File: src/rtl/gpu_bus_master_pkg.sv
// gpu_bus_master_pkg: shared GPU bus-master types and constants
package gpu_bus_master_pkg;
   typedef enum logic {OP_READ, OP_FILL} bus_op_t;
   typedef enum logic [2:0] {IDLE, READ, FILL, DRAIN, DONE} master_state_t;
   localparam int WORD_BYTES = 4;
endpackage

File: src/rtl/gpu_sync_fifo.sv
// gpu_sync_fifo: first-word-fall-through synchronous FIFO with occupancy count
module gpu_sync_fifo #(
   parameter int WIDTH = 32,
   parameter int DEPTH = 8
) (
   input  logic                   clock,
   input  logic                   reset,
   input  logic                   push,
   input  logic [WIDTH-1:0]       push_data,
   input  logic                   pop,
   output logic [WIDTH-1:0]       head,
   output logic                   valid,
   output logic [$clog2(DEPTH):0] count
);
   localparam int AW = DEPTH > 1 ? $clog2(DEPTH) : 1;
   localparam int CW = $clog2(DEPTH) + 1;
   logic [WIDTH-1:0] mem [DEPTH];
   logic [AW-1:0] wr_ptr, rd_ptr;
   logic do_push, do_pop;
   always_comb begin
      valid = count != '0;
      head = mem[rd_ptr];
      do_pop = pop & valid;
      do_push = push & ((32'(count) < 32'(DEPTH)) | do_pop);
   end
   always_ff @(posedge clock)
      if (do_push) mem[wr_ptr] <= push_data;
   always_ff @(posedge clock) begin
      if (reset) begin
         wr_ptr <= '0;
         rd_ptr <= '0;
         count <= '0;
      end else begin
         if (do_push) wr_ptr <= (32'(wr_ptr) == 32'(DEPTH - 1)) ? '0 : wr_ptr + AW'(1);
         if (do_pop) rd_ptr <= (32'(rd_ptr) == 32'(DEPTH - 1)) ? '0 : rd_ptr + AW'(1);
         count <= count + CW'(do_push) - CW'(do_pop);
      end
   end
endmodule

File: src/rtl/gpu_bus_master.sv
// gpu_bus_master: Avalon-MM initiator executing READ (into a FWFT FIFO) and FILL commands
module gpu_bus_master
   import gpu_bus_master_pkg::*;
#(
   parameter int MAX_OUTSTANDING = 4,
   parameter int FIFO_DEPTH = 8,
   parameter int ADDR_STRIDE = WORD_BYTES
) (
   input  logic        clock,
   input  logic        reset,
   input  logic        cmd_valid,
   output logic        cmd_ready,
   input  logic        cmd_op,
   input  logic [31:0] cmd_addr,
   input  logic [31:0] cmd_count,
   input  logic [31:0] cmd_data,
   output logic [31:0] rd_data,
   output logic        rd_valid,
   input  logic        rd_ready,
   output logic        busy,
   output logic        done,
   output logic [31:0] m1_address,
   output logic        m1_read,
   output logic        m1_write,
   output logic [31:0] m1_writedata,
   input  logic        m1_waitrequest,
   input  logic [31:0] m1_readdata,
   input  logic        m1_readdatavalid
);
   localparam int OW = $clog2(MAX_OUTSTANDING) + 1;
   localparam int CW = $clog2(FIFO_DEPTH) + 1;
   master_state_t state;
   logic [31:0] count, issued, issued_next;
   logic [OW-1:0] outstanding, outstanding_next;
   logic [CW-1:0] fifo_count, fifo_count_next;
   logic accept, rd_accept, resp, pop, credit, last;
   always_comb begin
      cmd_ready = state == IDLE;
      busy = state != IDLE;
      done = state == DONE;
      accept = (m1_read | m1_write) & ~m1_waitrequest;
      rd_accept = m1_read & ~m1_waitrequest;
      resp = m1_readdatavalid & (outstanding != '0);
      pop = rd_valid & rd_ready;
      outstanding_next = outstanding + OW'(rd_accept) - OW'(resp);
      fifo_count_next = fifo_count + CW'(resp) - CW'(pop);
      issued_next = issued + 32'(accept);
      last = accept & (issued_next == count);
      // every issued read must have a FIFO slot reserved before its response can arrive
      credit = (32'(outstanding_next) + 32'(fifo_count_next) < 32'(FIFO_DEPTH))
             & (32'(outstanding_next) < 32'(MAX_OUTSTANDING));
   end
   always_ff @(posedge clock) begin
      if (reset) begin
         state <= IDLE;
         count <= '0;
         issued <= '0;
         outstanding <= '0;
         m1_address <= '0;
         m1_read <= 1'b0;
         m1_write <= 1'b0;
         m1_writedata <= '0;
      end else begin
         outstanding <= outstanding_next;
         case (state)
            IDLE:
               if (cmd_valid) begin
                  count <= cmd_count;
                  issued <= '0;
                  m1_address <= cmd_addr;
                  m1_writedata <= cmd_data;
                  if (cmd_count == '0) state <= DONE;
                  else if (cmd_op == OP_FILL) begin
                     state <= FILL;
                     m1_write <= 1'b1;
                  end else begin
                     state <= READ;
                     m1_read <= credit;
                  end
               end
            READ: begin
               issued <= issued_next;
               if (rd_accept) m1_address <= m1_address + 32'(ADDR_STRIDE);
               if (last) state <= DRAIN;
               m1_read <= last ? 1'b0 : (m1_read & m1_waitrequest) | credit;
            end
            FILL: begin
               issued <= issued_next;
               if (accept) m1_address <= m1_address + 32'(ADDR_STRIDE);
               if (last) begin
                  state <= DONE;
                  m1_write <= 1'b0;
               end
            end
            DRAIN: if (outstanding_next == '0) state <= DONE;
            DONE: state <= IDLE;
            default: state <= IDLE;
         endcase
      end
   end
   gpu_sync_fifo #(.WIDTH(32), .DEPTH(FIFO_DEPTH)) u_fifo (
      .clock(clock),
      .reset(reset),
      .push(resp),
      .push_data(m1_readdata),
      .pop(pop),
      .head(rd_data),
      .valid(rd_valid),
      .count(fifo_count)
   );
endmodule

File: config.mk
export PLATFORM = sky130hd
export DESIGN_NAME = gpu_bus_master
export DESIGN_NICKNAME = d
export VERILOG_FILES = /design/src/rtl/gpu_bus_master_pkg.sv /design/src/rtl/gpu_sync_fifo.sv /design/src/rtl/gpu_bus_master.sv
export SDC_FILE = /design/constraint.sdc
export NUM_CORES = 1
export LEC_CHECK = 0
export ABC_CLOCK_PERIOD_IN_PS = 4500
export CORE_ASPECT_RATIO = 0.6
export CORE_MARGIN = 4
export CORE_UTILIZATION = 50
export CTS_CLUSTER_DIAMETER = 120
export DETAILED_ROUTE_END_ITERATION = 16
export GPL_TIMING_DRIVEN = 1
export PLACE_DENSITY = 0.77
export REMOVE_ABC_BUFFERS = 1
export SLEW_MARGIN = 20
export SYNTH_ARGS = -nofsm -noshare
export SYNTH_HDL_FRONTEND = slang
export SYNTH_SLANG_ARGS = --single-unit
File: constraint.sdc
create_clock -name clock -period 4.5 [get_ports clock]
set_input_delay 0.675 -clock clock [delete_from_list [all_inputs] [get_ports clock]]
set_output_delay 0.675 -clock clock [all_outputs]
set_load 0.1 [all_outputs]
==> summary.md, run 1 <==
| Metric | Value |
|---|---|
| Final hold viol count | 0 |
| Worst setup EP type | flop |
| Reg area | roughly 0.011 mm2 |
| Top cells by area, synth | edfxtp_1, dfxtp_1, mux4_2 |
| Ys Warns | 0 |
| Std cell rows | 52 |
| Routed Antenna Nets | 0 |
| Postcts setup bufs | 0 |
| Area occupied by multi-input gates | approximately 0.0065 mm2 |
| Hold path start | m1_writedata[14] |
| Critical Path Max Stage Delay | 680 ps |
| Hold Path Stages | 2 |
| Reg2reg start | m1_write |
| Post-synth EDFFs | 256 |
| HPWL after detailed placement | between 30000 and 40000 um |
| PortBufs | 236 |
| Root Buffer | clkbuf_16 |
| Post-synth top cells | edfxtp_1, nand2_1, dfxtp_1, a21oi_1, nor2_1 |
| Number of global-route vias before repair | 12280 |
| Chip height | 153.2 um |
| Syn Inst Count | ~1400 |
| Crit Path Class | in -> reg |
| Sw Pwr | 5377 uW |
| Worst VDD drop | ~0.47 mV |
| Worst-path fanout max | 8 |
| Combinational power share | 0.402 |
| Crit path launch type | input port |
| Post-route minimum period | 3985 ps |
| CTS tree | yes |
| Gr usage total | 0.2399 |
| Total grt overflow | 0 |
| Tcrit/Tclk final | 0.8855 |
| First-pass DRT Iterations | 6 |
| Final setup vio count | 0 |
| Initial antenna violation count | 1 |
| Status | complete, no violations |
| Routability Congestion | ~0.93 |
| Fill count | roughly 2600 |
| Cells along the critical path | clkdlybuf4s50_1, o21ba_2, ha_1, nand3_1, nor4_1, xnor2_1, nand3_1, nor4_1, nand4_1, o41ai_1, a21oi_1 |
| Setup TNS | 0 ps |
| FMAX | approximately 0.25 GHz |
| Switching Share | 0.4101 |
| Int Power | about 7700 uW |
| Global-route wire length before repair | 72910 um |
| Clock Skew | between 20 and 25 ps |
| P&R area growth vs syn | 23.63% |
| Sequential-to-total area share from yosys stat | 0.6076 |
| Hold-fix buffers, CTS | 0 |
| H-tree depth | 2 |
| Cells on worst reg2reg path | 10 |
| Unrepaired setup endpoints after global routing | no |
| Seq cells post-synth | roughly 410 |
| Total wire length | approximately 47000 um |
| Nets | 1817 |
| Data arrival time of the critical path | between 4000 and 5000 ps |
| Pre-CTS setup slack | around 170 ps |
| Clk pwr share | 0.247 |
| DRC viols | 0 |
| Post-synthesis async set-or-reset flop share | 0 |
| Synth area leader | edfxtp_1 |
| IO Pins | roughly 240 |
| Max-slew headroom | 0.2820 |
| Vias per cell | between 5 and 6 |
| Post-Syn Area | approximately 0.018 mm2 |
| Final WS setup | between 500 and 600 ps |
| Data required, critical path | 4860 ps |
| Final Non-Filler Cells | ~2200 |
| Crit path from | m1_waitrequest |
| Clock Latency Late Sink | ~530 ps |
| Placed cell count | between 2000 and 2500 |
| CTS Buf Count | 38 |
| Via count | ~13000 |
| Clock sinks | just over 400 |
| Netlist cell types | 65 |
| Post-synth top area share | 0.4377 |
| Maxcap violations | 0 |
| Slew Viols, Final | 0 |
| Reg clk slew, reported paths | about 60 ps |
| Drt initial violations | 1258 |
| Core Area | 0.03416 mm2 |
| Worst-Margin Slew | 1074 ps |
| Die width | 250.0 um |
| Leakage dissipation | about 0.0073 uW |
| Most frequent cell after synthesis | edfxtp_1 |
| Initial core utilization | 0.5141 |
| WL per Instance | between 20 and 25 um |
| DIE AREA | about 0.038 mm2 |
| Largest net degree at the start of global routing | 90 |
| Seq pwr share | 0.351 |
| Power per cell area | between 600 and 700 mW/mm2 |
| Mean Syn Cell Area | 12.15 um2 |
| Post-CTS Resized | 0 |
| Hold Path Class | reg -> reg |
| Primary FF master, synth | edfxtp_1 |
| Slowest CP cell | nor4_1 |
| Clock tree buffer depth | 3 |
| Layout cells sized above 1 | 0.1385 |
-- metrics by stage --
step / util / total power, uW / area, um2 / hold WS (ps)
floorplan: - / 8535 / 17190 / 441.8
global placement: 0.5985 / 9816 / 20440 / 440.4
detailed placement: 0.5985 / 9904 / 20440 / 446.5
CTS: 0.6352 / 13180 / 21700 / 455.6
global route: 0.6356 / 13700 / 21710 / 469.7
finish: 0.6356 / 13110 / 21710 / 453.3
-- critical path, delay by kind of cell --
kind	cells	cell delay, ps
xor+xnor	1	190
compound gates	3	820
simple gates	5	1930
buf+inv	1	430
fa+ha+maj	1	290
-- state kept, by name, summed over array words and instances (netlist names), named ones only --
signal         count
u_fifo.mem       256
u_fifo.wr_ptr      3
u_fifo.rd_ptr      3
m1_address        32
m1_write           1
issued            32
u_fifo.count       4
m1_read            1
m1_writedata      32
outstanding        3
count             32
state              3
-- layout by cell type (no fill, tap or decap), types with 5 or more instances in the layout --
master and instances:
a21o_1 5, mux4_2 64, buf_4 50, nor3_1 26
clkdlybuf4s50_1 215, nand3_1 27, or3_1 12, a211oi_1 17
xor2_1 19, nor2b_1 6, nor2_1 82, clkbuf_1 6
o22ai_1 6, and4_1 5, dfxtp_1 146, edfxtp_1 256
nand2_1 220, nand4_1 20, ha_1 17, o31ai_1 8
clkinv_1 7, xnor2_1 31, a22oi_1 10, and3_1 14
clkinv_2 5, nand2b_1 7, nor4_1 21, a21oi_1 146
inv_1 24, mux2_2 32, a311oi_1 7, o21ai_0 44
clkbuf_16 39
-- final timing paths --
kind / end / slack [ps]
setup / recovery: m1_write / 520
hold reg to reg: m1_writedata[14] / 450
hold / removal: m1_writedata[14] / 450
setup reg to reg: m1_write / 750
-- layout make-up --
cell class,count,area share
diodes,1,0.0001153
clock buffers,47,0.04725
clock inverters,21,0.01049
inverters,24,0.004149
multi-input cells,924,0.3001
flip-flops and latches,405,0.4917
well taps,459,0.02645
repair buffers,269,0.1197
-- power by group through the flow --
stage	clock, uW	sequential (uW)	combinational (uW)
floorplan	0	5610	2930
global placement	0	4660	5160
detailed placement	0	4680	5230
CTS	3310	4600	5260
global route	3480	4650	5570
finish	3230	4610	5270
-- routing by layer --
metal  up-vias  wire, um  track usage
li1       5830         -            -
met1      6242     21350       0.3641
met2       478     21150       0.3590
met3        48      3811      0.05520
met4         0       648      0.04645
met5         -         0            0
-- cell families (layout without fill, tap and decap cells) --
kind of cell,after synthesis,in the layout,share of synthesized area
and+or+nand+nor,477,477,0.1282
DFF,405,405,0.6076
AOI/OAI and AO/OA,278,278,0.09333
buffers and inverters,117,361,0.02608
muxes,99,99,0.1043
xor gates and xnor gates,50,50,0.02494
adders and majority gates,20,20,0.01553
other,0,1,0
Note: power is estimated with default switching activity, not from simulation.
==> inputs of run 2 (changes only) <==
Settings changed: ABC_CLOCK_PERIOD_IN_PS 4500 to 3200, CAP_MARGIN set to 20, CTS_CLUSTER_DIAMETER 120 to unset.
Clock period 4.5 ns to 3.2 ns, I/O delays scaled along.
==> run 2 against run 1 <==
  * Wire length is 5.6% higher
  * Core utilization increased by 1.7 points
  * Die area unchanged
  * Highest routed layer unchanged
  * Cell area up 2.7%
  * Combinational power rose by 46%
  * Critical endpoint is now m1_read
  * Clock skew decreased by 11 ps
  * Count of clock-buffer cells in the layout increased by 4
  * Global-route usage rose by 1.4 points
==> summary.md, run 2 (synthesis gave the netlist of run 1 again) <==
| Metric | Value |
|---|---|
| Worst-path fanout max | 3 |
| Slowest CP cell | or4_4 |
| Power per cell area | between 800 and 900 mW/mm2 |
| Max-slew headroom | 0.3375 |
| Largest net degree at the start of global routing | 65 |
| Most common cell after layout, fill and taps aside | edfxtp_1 |
| Crit Path Class | in -> reg |
| Data arrival time of the critical path | 3500 ps |
| Die width | around 250 um |
| Worst-Margin Slew | roughly 1000 ps |
| Total grt overflow | 0 |
| PortBufs | 236 |
| Initial antenna violation count | 2 |
| Final hold viol count | 0 |
| Clock sinks | roughly 410 |
| Worst setup EP type | flop |
| Clock Skew | 9.771 ps |
| Chip height | approximately 150 um |
| Final setup vio count | 0 |
| Root Buffer | clkbuf_16 |
| Initial core utilization | 0.5141 |
| Critical Path Max Stage Delay | roughly 570 ps |
| Crit path launch type | input port |
| Clock Latency Late Sink | between 500 and 600 ps |
| Most frequent cells in the layout | edfxtp_1, nand2_1, buf_4, clkdlybuf4s50_1, dfxtp_1 |
| Final Util | 0.6528 |
| Reg clk slew, reported paths | approximately 70 ps |
| FMAX | 0.3243 GHz |
| Vias per cell | ~6 |
| Max FFs per register | about 260 |
| Std cell rows | 52 |
| HPWL after detailed placement | ~34000 um |
| DRC viols | 0 |
| Power Total | roughly 19000 uW |
| Leakage dissipation | 0.007794 uW |
| Post-route minimum period | 3084 ps |
| Gr usage total | 0.2541 |
| Drt initial violations | 1230 |
| Slew Viols, Final | 0 |
| Tcrit/Tclk final | 0.9637 |
| Routability Congestion | approximately 0.96 |
| Data required, critical path | ~3600 ps |
| Biggest register | u_fifo.mem |
| Final Non-Filler Cells | about 2200 |
| First-pass DRT Iterations | 5 |
| Cells along the critical path | clkdlybuf4s50_1, o21ba_2, buf_4, ha_1, inv_1, or4_4, or3_1, o31ai_4, a2bb2oi_2, nand2b_1, o31ai_2, a21oi_2 |
| Met2 usage | 0.3838 |
| Grt peak-use layer | met1 |
| GRT met3 Usage | 0.04874 |
| Status | complete, no violations |
| Clock tree buffer depth | 3 |
| Layout cells sized above 1 | 0.2192 |
| Total wire length | roughly 50000 um |
| H-tree depth | 2 |
| Placed cell count | 2152 |
| Number of global-route vias before repair | 12810 |
| Nets | between 1500 and 2000 |
| WL per Instance | approximately 22 um |
| Met1 Usage GRT | 0.3856 |
| Maxcap violations | 0 |
| IO Pins | ~240 |
| Hold Path Class | in -> reg |
| Routed Antenna Nets | 0 |
| CTS Buf Count | 38 |
| Global-route wire length before repair | 76650 um |
| Via count | roughly 13000 |
| CTS tree | yes |
| Hold slack | between 400 and 500 ps |
| Core Area | 0.03416 mm2 |
| P&R area growth vs syn | 26.97% |
| DIE AREA | between 0.03 and 0.04 mm2 |
| Worst VDD drop | roughly 0.74 mV |
## run 2: cell types whose count changed in the layout (fill, tap and decap cells not counted), moves of 2 or more
cell	delta
a21oi_2	+3
a21oi_1	-3
clkinv_1	-4
o31ai_1	-2
clkbuf_8	+3
clkdlybuf4s50_1	-65
buf_12	+11
buf_4	+127
## run 2: critical path, delay by kind of cell
kind | cells | cell delay, ps
compound gates | 5 | 1080
fa+ha+maj | 1 | 160
buf+inv | 3 | 590
simple gates | 3 | 1180
## run 2: layout make-up
| type | instances | area [um2] |
|---|---|---|
| clock inverters | 16 | 201.4 |
| flip-flops and latches | 405 | 10680 |
| repair buffers | 341 | 3110 |
| inverters | 24 | 90.09 |
| clock buffers | 51 | 1071 |
| fillers | 2532 | 11860 |
| multi-input cells | 924 | 6569 |
| diodes | 2 | 5.005 |
| well taps | 459 | 574.3 |
## run 2: metal layers
metal | vias up | wire, um
li1 | 5968 | -
met1 | 6497 | 22070
met2 | 564 | 22730
met3 | 58 | 3936
met4 | 0 | 856
met5 | - | 0
## run 2: final timing paths
kind	depth (start not counted)	slack, ps	startpoint	to
worst max-delay path	12	120	m1_waitrequest	m1_read
worst min-delay path	2	420	reset	issued[15]
worst max register to register	15	170	outstanding[2]	m1_read
worst min register to register	2	450	m1_writedata[27]	m1_writedata[27]
## run 2: through the flow
step	worst slack [ps]	setup TNS [ps]	area [um2]
2_1_floorplan	-2527	-536960	17190
3_3_place_gp	-286.0	-1171	20950
3_5_place_dp	-373.9	-1641	20950
4_1_cts	49.86	0	22230
5_1_grt	-18.67	-18.67	22300
6_report	116.2	0	22300
## run 2: report_power, final
group / internal, uW / switching, uW
clock: 2680 / 1940
sequential: 6040 / 394
combinational: 2320 / 5350
total: 11100 / 7680
## run 2: repair_timing
item	CTS	global route
resized for setup	0	14
endpoints found under the hold margin	0	0
buffers inserted	0	1
setup endpoints to repair	0	8
hold buffers	0	0
==> inputs of run 3 (changes only) <==
==> constraint.sdc (replaced) <==
create_clock -name clock -period 3.2 [get_ports clock]
set_input_delay 0.48 -clock clock [delete_from_list [all_inputs] [get_ports clock]]
set_output_delay 0.48 -clock clock [all_outputs]
set_load 0.01 [all_outputs]
==> run 3 against run 2 <==
  * Die area is the same
  * Critical path depth grew 4
  * Sequential share of layout area shrank 0.44 points
  * Clock power is essentially flat
  * Cell area grew 0.91%
  * Via count shrank 0.81%
  * Wire length shrank 1.5%
  * Core utilization grew 0.59 points
  * Register-to-register slack lost 50 ps
  * Global-route usage shrank 0.47 points
==> summary.md, run 3 (synthesis gave the netlist of run 1 again) <==
| Metric | Value |
|---|---|
| CTS tree | yes |
| Sw Pwr | 4943 uW |
| Clk pwr share | 0.287 |
| Gr usage total | 0.2495 |
| Placed cell count | 2152 |
| Clock Skew | 18.79 ps |
| DRC viols | 0 |
| Data arrival time of the critical path | around 3500 ps |
| Initial core utilization | 0.5141 |
| Largest net degree at the start of global routing | 71 |
| Final setup vio count | 0 |
| Global-route wire length before repair | about 75000 um |
| Hold-fix buffers, CTS | 0 |
| Clock tree buffer depth | 3 |
| Switching Share | 0.3067 |
| Worst setup EP type | flop |
| Final Non-Filler Cells | about 2200 |
| Drt initial violations | 1208 |
| DIE AREA | 0.03828 mm2 |
| H-tree depth | 2 |
| Chip height | around 150 um |
| Slew Viols, Final | 0 |
| Final hold viol count | 0 |
| Power per cell area | ~720 mW/mm2 |
| Cells along the critical path | clkdlybuf4s50_1, buf_4, nand2b_1, ha_1, inv_1, ha_1, inv_1, fa_1, xor2_1, xnor2_1, inv_1, or3_1, a31oi_2, nor2_1, nor3_1, nor2_1 |
| Layout cells sized above 1 | 0.1676 |
| Post-Place Cell Area | ~0.021 mm2 |
| Status | complete, no violations |
| PortBufs | roughly 240 |
| Routability Congestion | 0.9545 |
| Root Buffer | clkbuf_16 |
| WL per Instance | 21.96 um |
| Maxcap violations | 0 |
| # diodes | 0 |
| Total wire length | approximately 50000 um |
| Seq pwr share | 0.398 |
| Tcrit/Tclk final | 0.9763 |
| Worst VDD drop | approximately 0.45 mV |
| WP buf/inv | 5 |
| CP most frequent cell | inv_1 |
| Routed Antenna Nets | 0 |
| Clock Latency Late Sink | 530 ps |
| Via count | 12980 |
| P&R area growth vs syn | 28.13% |
| Core Area | 0.03416 mm2 |
| Int Power | 11170 uW |
| Most common cell after layout, fill and taps aside | edfxtp_1 |
| Family with the most delay on the worst path | simple AND/OR/NAND/NOR gates |
| Max FFs per register | ~260 |
| Crit Path Class | in -> reg |
| Vias per cell | between 5 and 6 |
| Die width | about 250 um |
| Max-slew headroom | 0.6024 |
| Data required, critical path | around 3600 ps |
| Initial antenna violation count | 0 |
| Number of global-route vias before repair | between 10000 and 15000 |
| IO Pins | about 240 |
| Worst-path fanout max | 2 |
| Most frequent cells in the layout | edfxtp_1, clkdlybuf4s50_1, nand2_1, a21oi_1, dfxtp_1 |
| Nets | ~1900 |
| Std cell rows | 52 |
| Combinational power share | 0.315 |
| First-pass DRT Iterations | 5 |
| CTS Buf Count | 38 |
| Crit path launch type | input port |
| Leakage dissipation | 0.007681 uW |
| Biggest register | u_fifo.mem |
| Fin area | 0.02250 mm2 |
| Critical Path Max Stage Delay | ~420 ps |
| Slowest CP cell | clkdlybuf4s50_1 |
| HPWL after detailed placement | between 30000 and 40000 um |
| Hold Path Class | in -> reg |
| Reg clk slew, reported paths | about 70 ps |
| Post-route minimum period | around 3100 ps |
| Worst-Margin Slew | 596.4 ps |
| Clock sinks | ~400 |
| FMAX | 0.3201 GHz |
| Total grt overflow | 0 |
## run 3: final timing paths
path | to | slack [ps] | startpoint | cells after the start
worst min register to register | m1_writedata[31] | 450 | m1_writedata[31] | 2
worst max register to register | state[0] | 120 | outstanding[1] | 15
worst max-delay path | state[0] | 80 | m1_waitrequest | 16
worst min-delay path | m1_address[13] | 430 | reset | 2
## run 3: area by class of cell
cell class | instances | area [um2]
sequential | 405 | 10680
clock buffer | 50 | 1057
clock inverter | 19 | 219.0
inverter | 24 | 90.09
tap | 459 | 574.3
timing repair buffer | 344 | 3346
multi-input combinational | 924 | 6539
fill | 2512 | 11660
## run 3: routing by layer
metal  vias up  share of wire  track usage  wire [um]
met5         -              0            0          0
met4         0          0.020      0.05146        970
met3        66          0.071      0.04059       3465
met2       509           0.45       0.3792      22210
met1      6430           0.45       0.3834      22220
li1       5976              -            -          -
## run 3: worst reg2reg max path, delay by kind of cell, from the launching register on
kind	cells	cell delay [ps]
adder cells (fa/ha/maj)	3	800
flip-flops	1	350
AND/OR/NAND/NOR	4	710
AO/OA/AOI/OAI	2	470
buffers and inverters	4	290
XOR/XNOR	2	360
## run 3: stage by stage
| stage | setup slack [ps] | utilization | setup TNS [ps] | hold slack [ps] | total power [uW] |
|---|---|---|---|---|---|
| finish | 75.79 | 0.6588 | 0 | 433.2 | 16120 |
| global route | -109.6 | 0.6588 | -313.4 | 447.3 | 16940 |
| detailed placement | -469.1 | 0.6196 | -2066 | 445.4 | 11490 |
| global placement | -350.3 | 0.6196 | -1466 | 441.0 | 11370 |
| CTS | 74.75 | 0.6574 | 0 | 415.7 | 16170 |
| floorplan | -1755 | - | -274950 | 441.8 | 9295 |
## run 3: power groups by stage
| stage | registers, uW | logic, uW | clock network (uW) |
|---|---|---|---|
| 5_1_grt | 6460 | 5530 | 4950 |
| 3_5_place_dp | 6540 | 4950 | 0 |
| 2_1_floorplan | 6650 | 2640 | 0 |
| 4_1_cts | 6410 | 5040 | 4720 |
| 3_3_place_gp | 6510 | 4860 | 0 |
| 6_report | 6420 | 5080 | 4620 |
## run 3: repair_timing
item                       CTS  global route
setup buffers                2             2
pin swaps                    0             3
hold endpoints to repair     0             0
setup endpoints to repair   14             6
resized for setup            0             6
